==> config.mk <==
export PLATFORM = sky130hd
export DESIGN_NAME = digit_word_collector
export DESIGN_NICKNAME = d
export VERILOG_FILES = /design/src/rtl/digit_word_collector.sv
export SDC_FILE = /design/constraint.sdc
export NUM_CORES = 1
export LEC_CHECK = 0
export BUFFER_PORTS_ARGS = -buffer_cell sky130_fd_sc_hd__buf_2
export CAP_MARGIN = 20
export CORE_MARGIN = 5
export CORE_UTILIZATION = 54
export DETAILED_ROUTE_END_ITERATION = 12
export MAX_ROUTING_LAYER = met4
export PLACE_DENSITY = 0.8
export SYNTH_ARGS = -nofsm -noshare
export SYNTH_HDL_FRONTEND = slang
export SYNTH_SLANG_ARGS = --single-unit
==> constraint.sdc <==
create_clock -name clk -period 5 [get_ports clk]
set_clock_uncertainty 0.2 [all_clocks]
set_input_delay 1 -clock clk [delete_from_list [all_inputs] [get_ports clk]]
set_output_delay 1 -clock clk [all_outputs]
set_load 0.005 [all_outputs]
==> src/rtl/digit_word_collector.sv <==
// digit_word_collector: reassembles LSB-first sum digits into words and queues them
// in a 2-entry valid/ready buffer whose head entry drives the registered outputs.
module digit_word_collector #(
    parameter int DIGIT_W = 4,
    parameter int NUM_DIGITS = 3,
    localparam int WORD_W = DIGIT_W * NUM_DIGITS,
    localparam int IDX_W = NUM_DIGITS > 1 ? $clog2(NUM_DIGITS) : 1
) (
    input  logic              clk,
    input  logic              rst,
    input  logic              clr,
    input  logic              in_valid,
    input  logic [DIGIT_W-1:0] s,
    input  logic              c,
    output logic              out_valid,
    input  logic              out_ready,
    output logic [WORD_W-1:0] out_sum,
    output logic              out_carry,
    output logic              overflow,
    output logic [IDX_W-1:0]  digit_idx
);
    logic [IDX_W-1:0]  idx_q, idx_d;
    logic [WORD_W-1:0] asm_q, asm_d, head_sum_q, head_sum_d, tail_sum_q, tail_sum_d;
    logic              head_c_q, head_c_d, tail_c_q, tail_c_d;
    logic [1:0]        cnt_q, cnt_d;
    logic              ovf_q, ovf_d;
    logic              last, push, pop, full_stall;

    assign out_valid = cnt_q != 2'd0;
    assign out_sum   = head_sum_q;
    assign out_carry = head_c_q;
    assign overflow  = ovf_q;
    assign digit_idx = idx_q;

    always_comb begin
        asm_d = asm_q;
        if (in_valid) asm_d[idx_q*DIGIT_W +: DIGIT_W] = s;
        last = idx_q == IDX_W'(NUM_DIGITS - 1);
        push = in_valid && last;
        pop = out_valid && out_ready;
        full_stall = cnt_q == 2'd2 && !pop;
        idx_d = in_valid ? (last ? '0 : idx_q + 1'b1) : idx_q;
        // asm_d already carries s in the top slice, so it is the completed word
        head_sum_d = head_sum_q;
        head_c_d = head_c_q;
        if (pop && cnt_q == 2'd2) begin
            head_sum_d = tail_sum_q;
            head_c_d = tail_c_q;
        end else if (push && (cnt_q == 2'd0 || (cnt_q == 2'd1 && pop))) begin
            head_sum_d = asm_d;
            head_c_d = c;
        end
        tail_sum_d = tail_sum_q;
        tail_c_d = tail_c_q;
        if (push && ((cnt_q == 2'd1 && !pop) || (cnt_q == 2'd2 && pop))) begin
            tail_sum_d = asm_d;
            tail_c_d = c;
        end
        cnt_d = cnt_q + 2'(push && !full_stall) - 2'(pop);
        ovf_d = ovf_q | (push && full_stall);
    end

    always_ff @(posedge clk or posedge rst) begin
        if (rst) begin
            idx_q <= '0;
            asm_q <= '0;
            head_sum_q <= '0;
            head_c_q <= 1'b0;
            tail_sum_q <= '0;
            tail_c_q <= 1'b0;
            cnt_q <= 2'd0;
            ovf_q <= 1'b0;
        end else if (clr) begin
            idx_q <= '0;
            asm_q <= '0;
            cnt_q <= 2'd0;
            ovf_q <= 1'b0;
        end else begin
            idx_q <= idx_d;
            asm_q <= asm_d;
            head_sum_q <= head_sum_d;
            head_c_q <= head_c_d;
            tail_sum_q <= tail_sum_d;
            tail_c_q <= tail_c_d;
            cnt_q <= cnt_d;
            ovf_q <= ovf_d;
        end
    end
endmodule

-- After elaboration in Yosys (flattened, before gate mapping)
Index checks and enable logic that the tools add are counted.
- shift-type cells: 2
- bitwise gates (word level): 2
- reduce and logical (&&, ||, !) cells: 20
- equal/unequal tests: 3
- add/subtract/negate cells: 4
- muxes and demuxes: 12
- operators with widths (cell ; number):
    12-bit 2-to-1 mux ; 4
    4-bit negator with 34-bit output ; 1
    4-bit by 34-bit variable shift with 12-bit output (first input constant) ; 1
    4-bit by 34-bit indexed part select with 12-bit output ; 1
    12-bit bitwise mux ; 1
    1-bit logical AND ; 10
    2-bit 2-to-1 mux ; 4
    2-bit nonzero test ; 3
    2-bit equality test (second input constant) ; 2
    2-bit AND reduction ; 2
    1-bit 2-to-1 mux ; 3
    2-bit by 1-bit adder with 2-bit output ; 1
    2-bit by 1-bit adder with 2-bit output (second input constant) ; 1
    2-bit by 1-bit equality test with 1-bit output (second input constant) ; 1
    1-bit zero test ; 2
    2-bit zero test ; 1
    1-bit logical OR ; 2
    2-bit by 1-bit subtractor with 2-bit output ; 1
    1-bit NOT ; 1
    1-bit bitwise OR ; 1
- flip-flop bits (word level): 43
- word-level logic and storage cells: 51
- output and inout bits: 17
- input bits: 10

-- Depth between registers and ports, before layout
- depth after elaboration: 9
- gate-level depth with buffers: 10

-- Least setup slack after synthesis
No wires, ideal clock.
- path type: input-to-reg
- start: input in_valid
- end: register tail_c_q
- slack: 2550 ps
- buffers on the path: 2
- required time: 4675 ps
- data arrival time: 2125 ps
- cell stages on the path: 5
- cells stage by stage: buf_2 > nand2_1 > buf_2 > a211oi_4 > mux2_2
- cells in the longest elaborated chain, start to end: 3
- RTL lines (what ; RTL line ; source):
    from (decl) ; 12 ; input logic in_valid,
    1-bit logical AND ; 39 ; push = in_valid && last;
    1-bit logical AND ; 55 ; if (push && ((cnt_q == 2'd1 && !pop) || (cnt_q == 2'd2 && pop))) begin
    2-bit AND reduction (no line) ; -- ;
    to (signal assigned) ; 84 ; tail_c_q <= tail_c_d;
    to (decl) ; 24 ; logic head_c_q, head_c_d, tail_c_q, tail_c_d;
Every way passes these cells.
A chain may end at the register's enable or synchronous reset.

-- Worst setup path after layout
- start: input out_ready
- end: register tail_c_q
- cells in the longest elaborated chain, start to end: 6
- RTL lines (what ; RTL line ; source):
    from (decl) ; 16 ; input logic out_ready,
    1-bit logical AND (*) ; 40 ; pop = out_valid && out_ready;
    1-bit zero test ; 55 ;
    1-bit logical AND ; 55 ;
    1-bit logical OR (*) ; 55 ;
    1-bit logical AND (*) ; 55 ;
    2-bit AND reduction (no line) (*) ; -- ;
Mark *: on every way between the ends. The rest lies on a longest branch, timed or not.

==> flow_metrics.py <==
metrics = {
    "pwr": {
        "p_per_area_nw_per_um2": 398,
        "p_leak_uw": 0.00115,
        "ir_drop_mv": 0.213,
    },
    "finish": {
        "nets": 233,
        "syn2layout_area_growth_pct": 12.8,
        "fillers": 333,
        "num_antenna_cells": 0,
        "final_cells": 266,
        "layout-drive-gt1-share": 0.229,
        "post-route-util": 0.633,
    },
    "global_route": {
        "grt_pass1_wl_mm": 6.90,
        "grt_usage": 0.175,
        "grtUsageMet1": 0.236,
        "met2_usage": 0.262,
        "grt_pass1_vias": 1464,
        "grt_max_degree": 44,
        "antenna_found_initial": 0,
        "met3_usage": 0.0416,
        "top_usage_layer": "met2",
        "grt.overflow.total": 0,
    },
    "worst_setup_path": {
        "r2r_setup_slack_ns": 2.42,
        "r2r-end": "tail_c_q",
        "r2r_cells": 6,
        "critPathCaptureType": "flop",
        "crit_required_ns": 4.99,
        "critPathMaxFanout": 25,
        "r2r-start": "digit_idx[0]",
        "crit_arrival_ns": 2.82,
        "start_kind": "input port",
        "path_cells": "buf_2, nand3b_1, a211oi_4, buf_4, mux2_2",
        "worstSetupPathType": "input port to flop",
        "max_stage_delay_ns": 0.56,
        "slowest_stage": "nand3b_1",
    },
    "synthesis": {
        "synth_warnings": 0,
        "post-synth-top-count-cell": "dfrtp_1",
        "synth_area_leaders": "dfrtp_1, nor2_1, ha_1",
        "synth_edf_count": 0,
        "synth_ff_type": "dfrtp_1",
        "yosysSeqAreaShare": 0.520,
        "synth_seq_cells": 43,
        "yosysUniqueCellTypes": 39,
        "async_flop_share": 1.00,
        "postSynthAreaPerCell_um2": 10.6,
        "synth_top_area_cell": "dfrtp_1",
        "synthCells": 195,
        "syn-cell-area_um2": 2070,
        "netlist_top_cells_count": "dfrtp_1, nor2_1, nand2_1",
        "synth_top_area_frac": 0.520,
        "syn-num-nets": 211,
    },
    "route": {
        "drc": 0,
        "routedWlPerCell_um": 15.2,
        "postRouteAntennaNets": 0,
        "drt-vias-per-instance": 5.61,
        "drtIter0Drc": 110,
        "dr_total_vias": 1492,
        "firstDrtPassIters": 4,
        "routed_wl_mm": 4.05,
    },
    "clock_tree": {
        "post-cts-setup-buffer-count": 0,
        "cts-hold-fix-buffers": 0,
        "clockRootBuffer": "clkbuf_8",
        "clk_latency_ns": 0.30,
        "cts_buffers": 5,
        "clkTransAtPathRegs_ns": 0.08,
        "clk_path_buf_depth": 2,
        "cts.sinks": 43,
        "htreeDepth": 2,
        "cts_tree": "done",
        "cts_resized": 0,
    },
    "sta": {
        "final_max_slew_viol_count": 0,
        "final.setup.tns_ns": 0,
        "fmax_ghz": 0.353,
        "setup_viol": 0,
        "hold_slack_ns": 0.276,
        "post-route-period-util": 0.566,
        "slew_headroom": 0.457,
        "max_slew.worst_pin.slew_ns": 0.811,
        "fin_crit_ns": 2.83,
        "hold_violations": 0,
        "rsz0062_at_grt": "no",
    },
    "floorplanning": {
        "die_area_um2": 5170,
        "placementRows": 22,
        "ioPinCount": 27,
        "die_w_um": 71.9,
        "start_util": 0.561,
        "die_h_um": 71.9,
        "core_um2": 3690,
    },
    "place": {
        "gp_congestion": 0.812,
        "placedCellCount": 258,
        "place_hpwl_mm": 2.75,
        "io_buffers": 26,
    },
    "worst_hold_path": {
        "worstHoldPathType": "flop to flop",
        "min_path_cells": 2,
        "hold_end": "out_sum[0]",
        "min_from": "out_sum[0]",
    },
    "outcome": {
        "status": "completed",
    },
    "flow_run": {
        "drv_cap": 0,
    },
}
==> layout make-up <==
type                    instances  area, um2  share of cell area
clock buffers                   6       72.6              0.0311
clock inverters                 2       60.1              0.0257
inverters                       5       18.8             0.00804
multi-input cells             134        901               0.386
flip-flops and latches         43       1080               0.461
well taps                      48       60.1              0.0257
repair buffers                 28        145              0.0622
==> registers in the layout, summed over array words and instances (netlist names) <==
register / flops
digit_idx: 2
tail_sum_q: 12
cnt_q: 2
out_carry: 1
tail_c_q: 1
out_sum: 12
overflow: 1
asm_q: 12
==> power breakdown <==
group	switching, uW	internal, uW	leakage [uW]	total (uW)
Sequential	33.8	409	0.000593	443
Combinational	87.8	80.3	0.000490	168
Clock	118	200	0.0000654	318
==> layout by cell type (no fill, tap or decap), types with 2 or more instances in the layout <==
master | Yosys | routed
a211oi_1 | 4 | 4
a21o_1 | 4 | 4
a21oi_1 | 6 | 6
a21oi_2 | 8 | 8
a221oi_1 | 8 | 8
a22oi_1 | 8 | 8
a2bb2oi_1 | 4 | 4
buf_2 | 5 | 26
buf_4 | 1 | 2
bufinv_16 | 0 | 2
clkbuf_8 | 0 | 5
dfrtp_1 | 43 | 43
ha_1 | 6 | 6
inv_1 | 5 | 5
nand2_1 | 12 | 12
nand2b_1 | 3 | 3
nand3b_1 | 4 | 4
nand4b_1 | 2 | 2
nor2_1 | 39 | 39
o31ai_1 | 8 | 8
==> logic make-up after synthesis <==
group,synth area share
buffers and inverters,0.0447
xor gates and xnor gates,0.00847
muxes,0.0103
AOI/OAI and AO/OA,0.206
and+or+nand+nor,0.175
DFF,0.520
adders and majority gates,0.0363
==> per-stage QoR <==
stage | total power [uW] | worst slack (ns) | instance area (um2)
final | 929 | 2.17 | 2330
after global routing | 984 | 2.08 | 2330
after CTS | 938 | 2.16 | 2330
after detailed placement | 623 | 1.85 | 2200
after floorplan | 557 | 2.55 | 2070
after global placement | 614 | 1.90 | 2200
==> per-layer routing <==
| layer | vias to the layer above | wire length, um |
|---|---|---|
| li1 | 737 | - |
| met1 | 719 | 1970 |
| met2 | 29 | 1840 |
| met3 | 7 | 169 |
| met4 | 0 | 71 |
| met5 | - | 0 |
==> critical path: cells and delay by family <==
kind / cells / cell delay (ns)
AOI/OAI and AO/OA: 1 / 0.42
buffers and inverters: 2 / 0.45
muxes: 1 / 0.38
and+or+nand+nor: 1 / 0.56
==> how the worst max path moves through the flow <==
stage	to	cells past startpoint	from
final	tail_c_q	5	out_ready
after global routing	tail_c_q	5	out_ready
after CTS	tail_c_q	5	out_ready
after detailed placement	tail_c_q	5	out_ready
after global placement	tail_c_q	5	out_ready
after floorplan	tail_c_q	5	in_valid
Note: power is estimated with default switching activity, not from simulation.
